[config.mk]
export PLATFORM = sky130hd
export DESIGN_NAME = rlt_unpack
export DESIGN_NICKNAME = d
export VERILOG_FILES = /design/src/rtl/cnn_pkg.sv /design/src/rtl/rlt_assemble.sv /design/src/rtl/rlt_unpack.sv
export SDC_FILE = /design/constraint.sdc
export NUM_CORES = 1
export LEC_CHECK = 0
export BUFFER_PORTS_ARGS = -buffer_cell sky130_fd_sc_hd__buf_2
export CAP_MARGIN = 20
export CORE_MARGIN = 5
export CORE_UTILIZATION = 50
export CTS_BUF_LIST = sky130_fd_sc_hd__clkbuf_4
export CTS_CLUSTER_DIAMETER = 30
export DETAILED_ROUTE_END_ITERATION = 10
export PLACE_DENSITY = 0.73
export SLEW_MARGIN = 20
export SYNTH_ARGS = -nofsm -noshare
export SYNTH_HDL_FRONTEND = slang
export SYNTH_SLANG_ARGS = --single-unit
[constraint.sdc]
create_clock -name clk -period 2.85 [get_ports clk]
set_clock_uncertainty 0.2 [all_clocks]
set_input_delay 0.4275 -clock clk [delete_from_list [all_inputs] [get_ports clk]]
set_output_delay 0.4275 -clock clk [all_outputs]
set_load 0.02 [all_outputs]
[src/rtl/cnn_pkg.sv]
// Shared coprocessor definitions: cfg register map and stream geometry helpers.
`timescale 1ns/1ps
package cnn_pkg;

    localparam logic [4:0] CFG_LAYER_ADDR  = 5'd0;
    localparam logic [4:0] CFG_KERNEL_ADDR = 5'd4;
    localparam logic [4:0] CFG_IMG_ADDR    = 5'd8;
    localparam logic [4:0] CFG_LEN_ADDR    = 5'd20;

    function automatic int rlt_ratio(input int rlt_width, input int str_width);
        return rlt_width / str_width;
    endfunction

endpackage

[src/rtl/rlt_assemble.sv]
// Gathers RATIO narrow beats (LS slice first) into one wide word, pulsing word_val on the closing beat.
// Only the closing beat honours stall; flush drops the partial word and any closing beat in that cycle.
`timescale 1ns/1ps
module rlt_assemble #(
    parameter int STR_WIDTH = 64,
    parameter int RATIO     = 4
) (
    input  logic                         clk,
    input  logic                         rst,
    input  logic                         flush,
    input  logic [STR_WIDTH-1:0]         beat,
    input  logic                         beat_val,
    output logic                         beat_rdy,
    input  logic                         stall,
    output logic [RATIO*STR_WIDTH-1:0]   word,
    output logic                         word_val
);

    localparam int CNT_W = $clog2(RATIO);

    logic [CNT_W-1:0]                beat_cnt;
    logic [RATIO-2:0][STR_WIDTH-1:0] slices;
    logic                            closing;
    logic                            take;

    assign closing  = (beat_cnt == CNT_W'(RATIO - 1));
    assign beat_rdy = rst & ~(closing & stall);
    assign take     = beat_val & beat_rdy;
    assign word     = {beat, slices};
    assign word_val = take & closing & ~flush;

    always_ff @(posedge clk or negedge rst) begin
        if (!rst) begin
            beat_cnt <= '0;
            slices   <= '0;
        end else if (flush) begin
            beat_cnt <= '0;
        end else if (take) begin
            if (closing) begin
                beat_cnt <= '0;
            end else begin
                beat_cnt <= beat_cnt + 1'b1;
                for (int i = 0; i < RATIO - 1; i++) begin
                    if (beat_cnt == CNT_W'(i)) slices[i] <= beat;
                end
            end
        end
    end

endmodule

[src/rtl/rlt_unpack.sv]
// Host-side result receiver: reassembles narrow beats into full words, frames them with result_last.
// Word appears the cycle after its closing beat; a held output word stalls only the next closing beat.
`timescale 1ns/1ps
module rlt_unpack #(
    parameter int                    CFG_DWIDTH    = 32,
    parameter int                    CFG_AWIDTH    = 5,
    parameter logic [CFG_AWIDTH-1:0] CFG_LEN_ADDR  = cnn_pkg::CFG_LEN_ADDR,
    parameter int                    STR_RLT_WIDTH = 64,
    parameter int                    IMG_WIDTH     = 16,
    parameter int                    DEPTH_NB      = 16,
    parameter int                    LEN_WIDTH     = 24
) (
    input  logic                          clk,
    input  logic                          rst,
    input  logic [CFG_DWIDTH-1:0]         cfg_data,
    input  logic [CFG_AWIDTH-1:0]         cfg_addr,
    input  logic                          cfg_valid,
    input  logic [STR_RLT_WIDTH-1:0]      str_rlt_bus,
    input  logic                          str_rlt_val,
    output logic                          str_rlt_rdy,
    output logic [IMG_WIDTH*DEPTH_NB-1:0] result_bus,
    output logic                          result_last,
    output logic                          result_val,
    input  logic                          result_rdy
);

    import cnn_pkg::rlt_ratio;

    localparam int RLT_WIDTH = IMG_WIDTH * DEPTH_NB;
    localparam int RATIO     = rlt_ratio(RLT_WIDTH, STR_RLT_WIDTH);

    if ((RLT_WIDTH % STR_RLT_WIDTH) != 0 || RATIO < 2) begin : g_bad_ratio
        $error("rlt_unpack: result width must be an integer multiple (>=2) of the beat width");
    end
    if (LEN_WIDTH > CFG_DWIDTH) begin : g_bad_len
        $error("rlt_unpack: LEN_WIDTH exceeds CFG_DWIDTH");
    end
    if (CFG_DWIDTH > LEN_WIDTH) begin : g_cfg_upper
        logic unused_cfg_upper;
        assign unused_cfg_upper = ^cfg_data[CFG_DWIDTH-1:LEN_WIDTH];
    end

    logic                 cfg_len_wr;
    logic                 stall;
    logic [RLT_WIDTH-1:0] word;
    logic                 word_val;
    logic [LEN_WIDTH-1:0] frame_len;
    logic [LEN_WIDTH-1:0] word_cnt;
    logic                 is_last;

    assign cfg_len_wr = cfg_valid && (cfg_addr == CFG_LEN_ADDR);
    assign stall      = result_val & ~result_rdy;
    assign is_last    = (frame_len != '0) && (word_cnt == frame_len - 1'b1);

    rlt_assemble #(
        .STR_WIDTH (STR_RLT_WIDTH),
        .RATIO     (RATIO)
    ) u_assemble (
        .clk      (clk),
        .rst      (rst),
        .flush    (cfg_len_wr),
        .beat     (str_rlt_bus),
        .beat_val (str_rlt_val),
        .beat_rdy (str_rlt_rdy),
        .stall    (stall),
        .word     (word),
        .word_val (word_val)
    );

    always_ff @(posedge clk or negedge rst) begin
        if (!rst) begin
            result_bus  <= '0;
            result_val  <= 1'b0;
            result_last <= 1'b0;
        end else if (word_val) begin
            result_bus  <= word;
            result_val  <= 1'b1;
            result_last <= is_last;
        end else if (result_val && result_rdy) begin
            result_val  <= 1'b0;
            result_last <= 1'b0;
        end
    end

    // A zero length disables framing, so the counter parks at 0.
    always_ff @(posedge clk or negedge rst) begin
        if (!rst) begin
            frame_len <= '0;
            word_cnt  <= '0;
        end else if (cfg_len_wr) begin
            frame_len <= cfg_data[LEN_WIDTH-1:0];
            word_cnt  <= '0;
        end else if (word_val) begin
            word_cnt  <= (frame_len == '0 || is_last) ? '0 : word_cnt + 1'b1;
        end
    end

endmodule

# Yosys cells after proc, flatten, opt, wreduce, memory -nomap -nowiden

Index checks and enable logic that the tools add are counted.

Register bits: 500
Bits of input ports: 106
Output and inout bits: 259
Word-level logic and storage cells: 49

Add/subtract/negate cells: 3
Equal/unequal tests: 5
Mux-type cells: 9
Bitwise operators: 10
Reduce and logical (&&, ||, !) cells: 13

Operators with widths:

| kind                    | number |
|---|---|
| $mux W24                | 3 |
| $add A24 B1 Y24 const B | 1 |
| $eq A24 B24 Y1          | 1 |
| $logic_not A24 Y1       | 1 |
| $reduce_bool A24 Y1     | 1 |
| $sub A24 B1 Y24 const B | 1 |
| $reduce_and A4 Y1       | 3 |
| $and A1 B1 Y1           | 6 |
| $mux W2                 | 3 |
| $reduce_bool A2 Y1      | 3 |
| $eq A5 B5 Y1 const B    | 1 |
| $eq A2 B2 Y1 const B    | 2 |
| $not A1 Y1              | 4 |
| $logic_and A1 B1 Y1     | 3 |
| $mux W1                 | 3 |
| $add A2 B1 Y2 const B   | 1 |
| $eq A2 B1 Y1 const B    | 1 |
| $logic_not A2 Y1        | 1 |
| $logic_or A1 B1 Y1      | 1 |

# Longest topological paths before layout

Gate-level depths: netlist of run 1.

Depth after elaboration: 10
Gate-level depth with buffers: 11
Gate-level depth less buffers: 10

# Modules after synthesis

Synthesis of run 1 repeated with hierarchy kept, for this count alone.

Cell total of the unflattened synthesis: 1396
Area, all modules: 20566.0 sq um

By module, submodules not included:

| module       | instances | cells each | area each (sq um) | sequential area each (sq um) |
|---|---|---|---|---|
| rlt_unpack   | 1         | 908        | 12717.2           | 7657.3 |
| rlt_assemble | 1         | 488        | 7848.8            | 4854.7 |

# Least setup slack after synthesis of run 1

OpenSTA, ideal clock, no wires.

Kind: register to register
From: register frame_len[0]
To: register word_cnt[19]
Setup time: 0.131 ns
Arrival: 2.777 ns
Slack: -0.258 ns
Cell stages (with the launch flop): 12
Path buffers: 1
Period minus slack after synthesis: 3.108 ns
Path through: dfrtp_1 -> inv_1 -> ha_1 -> or4b_4 -> or4_1 -> a21oi_1 -> o2111ai_1 -> nor4b_4 -> nand4b_4 -> buf_6 -> a31oi_1 -> o22ai_1

Word-level cells in the longest chain between the ends: 7
Elaborated cells between the ends (all ways): 9

Ends and longest elaborated chain:

| what                   | line             | text |
|---|---|---|
| from (decl)            | rlt_unpack.sv:47 | `logic [LEN_WIDTH-1:0] frame_len;` |
| from (signal assigned) | rlt_unpack.sv:91 | `frame_len <= cfg_data[LEN_WIDTH-1:0];` |
| $sub A24 B1 Y24        | rlt_unpack.sv:53 | `assign is_last = (frame_len != '0) && (word_cnt == frame_len - 1'b1);` |
| $eq A24 B24 Y1         | rlt_unpack.sv:53 |  |
| $logic_and A1 B1 Y1    | rlt_unpack.sv:53 |  |
| $logic_or A1 B1 Y1 *   | rlt_unpack.sv:94 | `word_cnt <= (frame_len == '0 \|\| is_last) ? '0 : word_cnt + 1'b1;` |
| $mux W24 *             | rlt_unpack.sv:94 |  |
| $mux W24 *             | rlt_unpack.sv:93 | `end else if (word_val) begin` |
| $mux W24 *             | rlt_unpack.sv:90 | `end else if (cfg_len_wr) begin` |
| to (signal assigned)   | rlt_unpack.sv:94 |  |
| to (decl)              | rlt_unpack.sv:48 | `logic [LEN_WIDTH-1:0] word_cnt;` |

Mark *: on every way between the ends. The rest lies on a longest branch, timed or not. The select of a mux whose other input is x is not followed.
A chain may end at the register's enable or synchronous reset.

# Worst setup path in the final report of run 1

From: register frame_len[0]
To: register word_cnt[9]

The elaborated chain is that of the path after synthesis.

==> results of run 1 <==
power by group through the flow:
| stage | registers (W) | clock network (W) | logic [W] |
|---|---|---|---|
| 5_1_grt | 0.0123 | 0.00673 | 0.00990 |
| 2_1_floorplan | 0.0137 | 0 | 0.00359 |
| 3_3_place_gp | 0.0118 | 0 | 0.00868 |
| 4_1_cts | 0.0119 | 0.00636 | 0.00910 |
| 3_5_place_dp | 0.0120 | 0 | 0.00894 |
| 6_report | 0.0119 | 0.00617 | 0.00908 |
per-layer routing:
layer	vias to the layer above	global-route usage	wire length (um)	share of wire
met5	-	0	0	0
met4	0	0.08933	1461	0.027
met3	108	0.07937	4211	0.078
met2	577	0.3839	25780	0.48
met1	7832	0.3152	22530	0.42
li1	7291	-	-	-
layout make-up:
| class | instances | area share |
|---|---|---|
| Antenna cell | 2 | 0.0001949 |
| Sequential cell | 500 | 0.4873 |
| Inverter | 14 | 0.002047 |
| Tap cell | 525 | 0.02558 |
| Clock buffer | 184 | 0.05380 |
| Timing Repair Buffer | 545 | 0.1433 |
| Multi-Input combinational cell | 1250 | 0.2789 |
| Clock inverter | 31 | 0.008821 |
flip-flops by register name (all words and copies together) (netlist names):
signal / flops
result_bus: 256
u_assemble.word: 192
frame_len: 24
word_cnt: 24
u_assemble.beat_cnt: 2
result_last: 1
result_val: 1
through the flow:
stage / power, W / worst slack (ns) / util / instance area [um^2]
after global placement: 0.02052 / -0.2298 / 0.5782 / 22920
final: 0.02720 / -0.2915 / 0.6477 / 25670
after CTS: 0.02738 / -0.2210 / 0.6456 / 25590
after global routing: 0.02894 / -0.3741 / 0.6477 / 25670
after detailed placement: 0.02093 / -0.3105 / 0.5782 / 22920
after floorplan: 0.01725 / -0.1828 / - / 19990
cells by family (layout without fill, tap and decap cells):
family,count (synthesis),in the layout,synth area share
buffers and inverters,104,774,0.02012
adders and majority gates,7,7,0.004387
and+or+nand+nor,930,930,0.1904
DFF,500,500,0.6268
xor gates and xnor gates,27,27,0.01185
AOI/OAI and AO/OA,69,69,0.02432
other,0,2,0
muxes,217,217,0.1221
cell usage in the layout (no fill, tap or decap), types with 7 or more instances in the layout:
cell,synthesis,final
xor2_1,9,9
inv_1,14,12
nand4_1,13,13
nand3_1,16,16
buf_4,0,68
dfrtp_1,500,500
buf_2,3,356
mux2_2,212,212
clkbuf_4,0,184
a21oi_1,9,7
clkinv_1,0,18
o211ai_1,9,9
nor2_1,15,15
buf_12,0,15
o21ai_0,12,11
xnor2_1,18,18
inv_2,0,9
a31oi_1,13,13
nor3_1,15,13
nand2_1,816,813
and2_1,8,8
dlygate4sd3_1,0,100
worst register-to-register path, stage by stage, from the launching register on:
cell       delay [ns]
dfrtp_1          0.42
inv_2            0.09
ha_4             0.13
or4b_4           0.47
or4_4            0.45
a21oi_2          0.16
o2111ai_2        0.13
nor4b_4          0.30
nand4b_4         0.19
buf_6            0.20
a31oi_1          0.19
o22ai_1          0.11
worst min-delay path by stage:
stage / startpoint / end / slack, ns / depth (start not counted)
6_report: rst / result_bus[118] / 0.08 / 3
5_1_grt: cfg_addr[0] / frame_len[2] / 0.06 / 4
4_1_cts: cfg_addr[0] / frame_len[2] / 0.02 / 4
3_5_place_dp: u_assemble.word[70] / result_bus[70] / 0.24 / 2
3_3_place_gp: u_assemble.word[138] / result_bus[138] / 0.24 / 2
2_1_floorplan: rst / frame_len[0] / -0.07 / 0
repair_timing:
item,CTS,global route
setup buffers,4,2
cloned,1,2
setup endpoints to repair,39,43
endpoints found under the hold margin,411,0
resized for setup,5,7
pin swaps,6,2
hold buffers,100,0
==> impl_metrics.toml, run 1 <==
[sta]
slew_viol_final = 0
max_slew_margin = 0.3731
setup_ws_ns = -0.2915
finalHoldViolations = 0
period_share = 1.102
setup_viol = 25
tns_ns = -5.242
clock.fmax_mhz = 318.3
rsz0062_at_grt = "true"
fin_crit_ns = 3.142
hold_slack_ns = 0.07979
worstMarginPinSlew_ns = 0.9403

[worst_setup_path]
critical_path.cell_chain = "inv_2 > ha_4 > or4b_4 > or4_4 > a21oi_2 > o2111ai_2 > nor4b_4 > nand4b_4 > buf_6 > a31oi_1 > o22ai_1"
critPathKind = "flop to flop"
crit_cells = 11
crit_path_max_incr_delay_ns = 0.47
cp_max_fo = 15
start_kind = "flop"
crit_start = "frame_len[0]"
slowest_stage = "or4b_4"
worstRegToRegCells = 11
end_kind = "flop"
path_buf_inv = 2
path_delay_family = "simple AND/OR/NAND/NOR gates"
required_ns = 3.36
r2r-end = "word_cnt[9]"
worst-r2r-setup-slack_ns = -0.29
r2r-start = "frame_len[0]"
critical_path_arrival_ns = 3.65
endpoint = "word_cnt[9]"

[run_status]
status = "finished, violations left"
violations = "negative setup slack"

[floorplanning]
start_util = 0.5036
die_area_um2 = 44020
core_um2 = 39640
rows = 73
io_pins = 365
dieWidth_um = 209.8
die_h_um = 209.8

[routing]
vias = 15810
drc = 0
viasPerCell = 5.181
dr.first_iter.drc_count = 1007
dr.pass1.iters = 6
post_drt_wl_per_cell_um = 17.69
ant_nets = 0
wirelength_um = 53980

[final_layout]
n_fill_cell = 3044
multi_input_comb_area_um2 = 7162
regArea_um2 = 12510
drive_gt1_frac = 0.3498
area_growth_syn_to_layout_pct = 28.62
instances_no_fill = 3051
nNetsFinal = 2556

[global_route]
grt_usage = 0.2425
grt_pass1_vias = 16520
antenna_found_initial = 2
grt_max_degree = 183
grt_pass1_wl_um = 86360
grt_overflow_total = 0

[placed_design]
io_buffer_count = 356
detailed_place_hpwl_um = 33690
place.gp.congestion = 0.8861
dp.cells = 2725

[cts]
path_clk_slew_ns = 0.07
tritoncts = "done"
clock-root-buffer = "clkbuf_4"
clk_latency_ns = 0.84
clockBufferDepth = 3
cts_inserted_buffers = 132
cts.sinks = 500
htreeDepth = 4

[logic_synthesis]
yosysSeqAreaShare = 0.6268
synth_edf_count = 0
synth.most_common_cell = "nand2_1"
yosysWarnings = 0
ys.flop_type = "dfrtp_1"
yosysTopAreaCell = "dfrtp_1"
synth_commonest_cells = "nand2_1 (816), dfrtp_1 (500), mux2_2 (212), clkbuf_1 (82), xnor2_1 (18)"
synth_async_sr_flop_share = 1.000
ys_ff_latch = 500
avgSynthCellArea_um2 = 10.77
syn_nets = 1967
syn-instance-count = 1854
synth_top_area_share = 0.6268
synthTopCellsByArea = "dfrtp_1 (63%), nand2_1 (15%), mux2_2 (12%), clkbuf_1 (1.5%), xnor2_1 (0.79%)"
synthesis.area_um2 = 19960
synth.distinct_cells = 60

[power_and_ir_drop]
p_int_w = 0.01722
switching_power_w = 0.009981
p_seq_frac = 0.439
ir_drop_mv = 0.6536
power_frac_comb = 0.334
swShare = 0.3669
p_per_area_nw_per_um2 = 1059
leakage_nw = 13.52
pwr-share-clk = 0.227

[job]
drv_cap = 0

[min_path]
hold_path_class = "input pin to async pin"
(Power assumes the default switching activity.)
==> run 2, diff against run 1 <==
PLACE_DENSITY = 0.72   (was 0.73)
SKIP_LAST_GASP = 1   (was not set)
SYNTH_HIERARCHICAL = 1   (was not set)
==> run 2 against run 1 <==
- the run ends with negative hold slack, negative setup slack left
- synthesized cell count down 25%
- area after synthesis up 3.0%
- die area up 2.9%
- cell count down 14%
- flip-flop and latch count unchanged
- register-to-register slack better by 0.17 ns
- worst hold slack worse by 0.53 ns
- first-iteration DRC count down 35%
- largest cell class unchanged
- largest power group unchanged
==> impl_metrics.toml, run 2 <==
[logic_synthesis]
synthesis.area_um2 = 20570
synth_commonest_cells = "dfrtp_1 (500), mux2_2 (470), buf_4 (65), clkbuf_1 (39), nand2_1 (35)"
synth_edf_count = 0
yosysWarnings = 6
yosysTopAreaCell = "dfrtp_1"
synth_top_area_share = 0.6084
ys_ff_latch = 500
synth_async_sr_flop_share = 1.000
synth.most_common_cell = "dfrtp_1"
yosysSeqAreaShare = 0.6084
synth.distinct_cells = 54
syn-instance-count = 1396
ys.flop_type = "dfrtp_1"
synthTopCellsByArea = "dfrtp_1 (61%), mux2_2 (26%), buf_4 (2.4%), buf_6 (0.99%), xnor2_1 (0.81%)"
syn_nets = 1509
avgSynthCellArea_um2 = 14.73

[routing]
ant_nets = 0
post_drt_wl_per_cell_um = 19.62
wl_met3_um = 3743
vias = 13560
wl_met1_um = 20690
viasPerCell = 5.191
drc = 0
wirelength_um = 51250
route.met2.wl_um = 25330
dr.first_iter.drc_count = 657
top_layer = "met4"
dr.pass1.iters = 5

[sta]
tns_ns = -0.7144
fin_crit_ns = 2.974
rsz0062_at_grt = "true"
max_slew_margin = 0.3471
setup_viol = 16
finalHoldViolations = 162
setup_ws_ns = -0.1236
clock.fmax_mhz = 336.3
slew_viol_final = 0
hold_slack_ns = -0.4473
worstMarginPinSlew_ns = 0.9793
period_share = 1.043

[final_layout]
regMostFlops = "result_bus"
multi_input_comb_area_um2 = 7318
largest_reg_flops = 256
area_growth_syn_to_layout_pct = 27.98
mostFrequentLayoutCell = "dfrtp_1"
n_fill_cell = 2943
regArea_um2 = 12510
fin_util = 0.6461
final_cell_mix = "dfrtp_1 (498), mux2_2 (470), buf_2 (355)"
nNetsFinal = 2104
drive_gt1_frac = 0.5599
instances_no_fill = 2612
fin_area_um2 = 26320

[cts]
clockBufferDepth = 3
cts.sinks = 500
path_clk_slew_ns = 0.07
tritoncts = "done"
clock-root-buffer = "clkbuf_4"
clk_latency_ns = 0.90
htreeDepth = 4
holdBufCountCts = 140
cts_inserted_buffers = 137

[floorplanning]
die_area_um2 = 45290
io_pins = 365
dieWidth_um = 212.8
start_util = 0.5048
rows = 74
die_h_um = 212.8
core_um2 = 40740

[placed_design]
detailed_place_hpwl_um = 31920
io_buffer_count = 356
place_area_um2 = 22960
dp.cells = 2236
place.gp.congestion = 0.8427

[global_route]
antenna_found_initial = 1
grt_overflow_total = 0
grt_usage = 0.2281
grt_pass1_wl_um = 81290
grt_max_degree = 179
grt_pass1_vias = 15060

[run_status]
status = "finished, violations left"
violations = "negative hold slack, negative setup slack"

[worst_setup_path]
cp_max_fo = 5
r2r-start = "frame_len[7]"
crit_start = "frame_len[7]"
end_kind = "flop"
crit_path_max_incr_delay_ns = 0.46
slowest_stage = "dfrtp_2"
start_kind = "flop"
critical_path.cell_chain = "nor4_4 > and3_4 > nand4_1 > or3_4 > a221oi_4 > nand4_4 > buf_6 > and2_4 > mux2_2"
required_ns = 3.44
critical_path_arrival_ns = 3.56
critPathKind = "flop to flop"

[min_path]
hold_path_class = "input pin to async pin"

[power_and_ir_drop]
leakage_nw = 12.68
ir_drop_mv = 0.7004
p_per_area_nw_per_um2 = 1056

[job]
drv_cap = 0
## run 2: cell type report
| type | instances | share of cell area |
|---|---|---|
| antenna | 3 | 0.0002852 |
| clock buffer | 192 | 0.05476 |
| clock inverter | 33 | 0.008937 |
| inverter | 10 | 0.001426 |
| multi-input combinational | 756 | 0.2780 |
| sequential | 500 | 0.4755 |
| tap | 532 | 0.02529 |
| timing repair buffer | 586 | 0.1558 |
## run 2: cells by family (layout without fill, tap and decap cells)
| kind of cell | Yosys count | count (layout) | share of synthesized area |
|---|---|---|---|
| flops | 500 | 500 | 0.6084 |
| simple gates | 177 | 177 | 0.04812 |
| compound gates | 65 | 65 | 0.02117 |
| buf+inv | 140 | 821 | 0.04435 |
| mux | 480 | 480 | 0.2622 |
| fa+ha+maj | 7 | 7 | 0.004258 |
| xor+xnor | 27 | 27 | 0.01150 |
| other cells | 0 | 3 | 0 |
## run 2: critical path: cells and delay by family (launching register included)
kind	cells	cell delay [ns]
flops	1	0.46
simple gates	6	1.45
buf+inv	1	0.17
compound gates	1	0.34
mux	1	0.25
## run 2: repair_timing
item / 4_1_cts / 5_1_grt
buffers inserted: 5 / 2
gates cloned: 0 / 3
gates resized for setup: 20 / 16
setup endpoints to repair: 26 / 149
pin swaps: 7 / 10
endpoints found under the hold margin: 447 / 162
## run 2: layer usage
layer  vias to the layer above  global-route usage
li1                       6174                   -
met1                      6894              0.2765
met2                       395              0.3700
met3                        95             0.08493
met4                         0             0.09667
met5                         -                   0
## run 2: path summary, 6_finish.rpt
path	to	depth (start not counted)	slack, ns
max reg2reg	word_cnt[0]	9	-0.12
min	frame_len[2]	2	-0.45
min in group clk	u_assemble/word[87]	4	0.13
max	word_cnt[0]	9	-0.12
min reg2reg	result_bus[181]	1	0.29
max in group asynchronous	result_bus[56]	3	1.37
## run 2: through the flow
| stage | total power (W) | setup slack (ns) |
|---|---|---|
| after floorplan | 0.01765 | 0.04074 |
| final | 0.02780 | -0.1236 |
| after detailed placement | 0.02128 | -0.2858 |
| after CTS | 0.02800 | -0.05046 |
| after global placement | 0.02088 | -0.2230 |
| after global routing | 0.02954 | -0.2080 |
## run 2: report_power, final
part	leakage (nW)	internal [W]	switching (W)
logic	5.45	0.00445	0.00507
registers	6.22	0.0103	0.00168
clock network	1.01	0.00344	0.00285
total	12.7	0.0182	0.00959
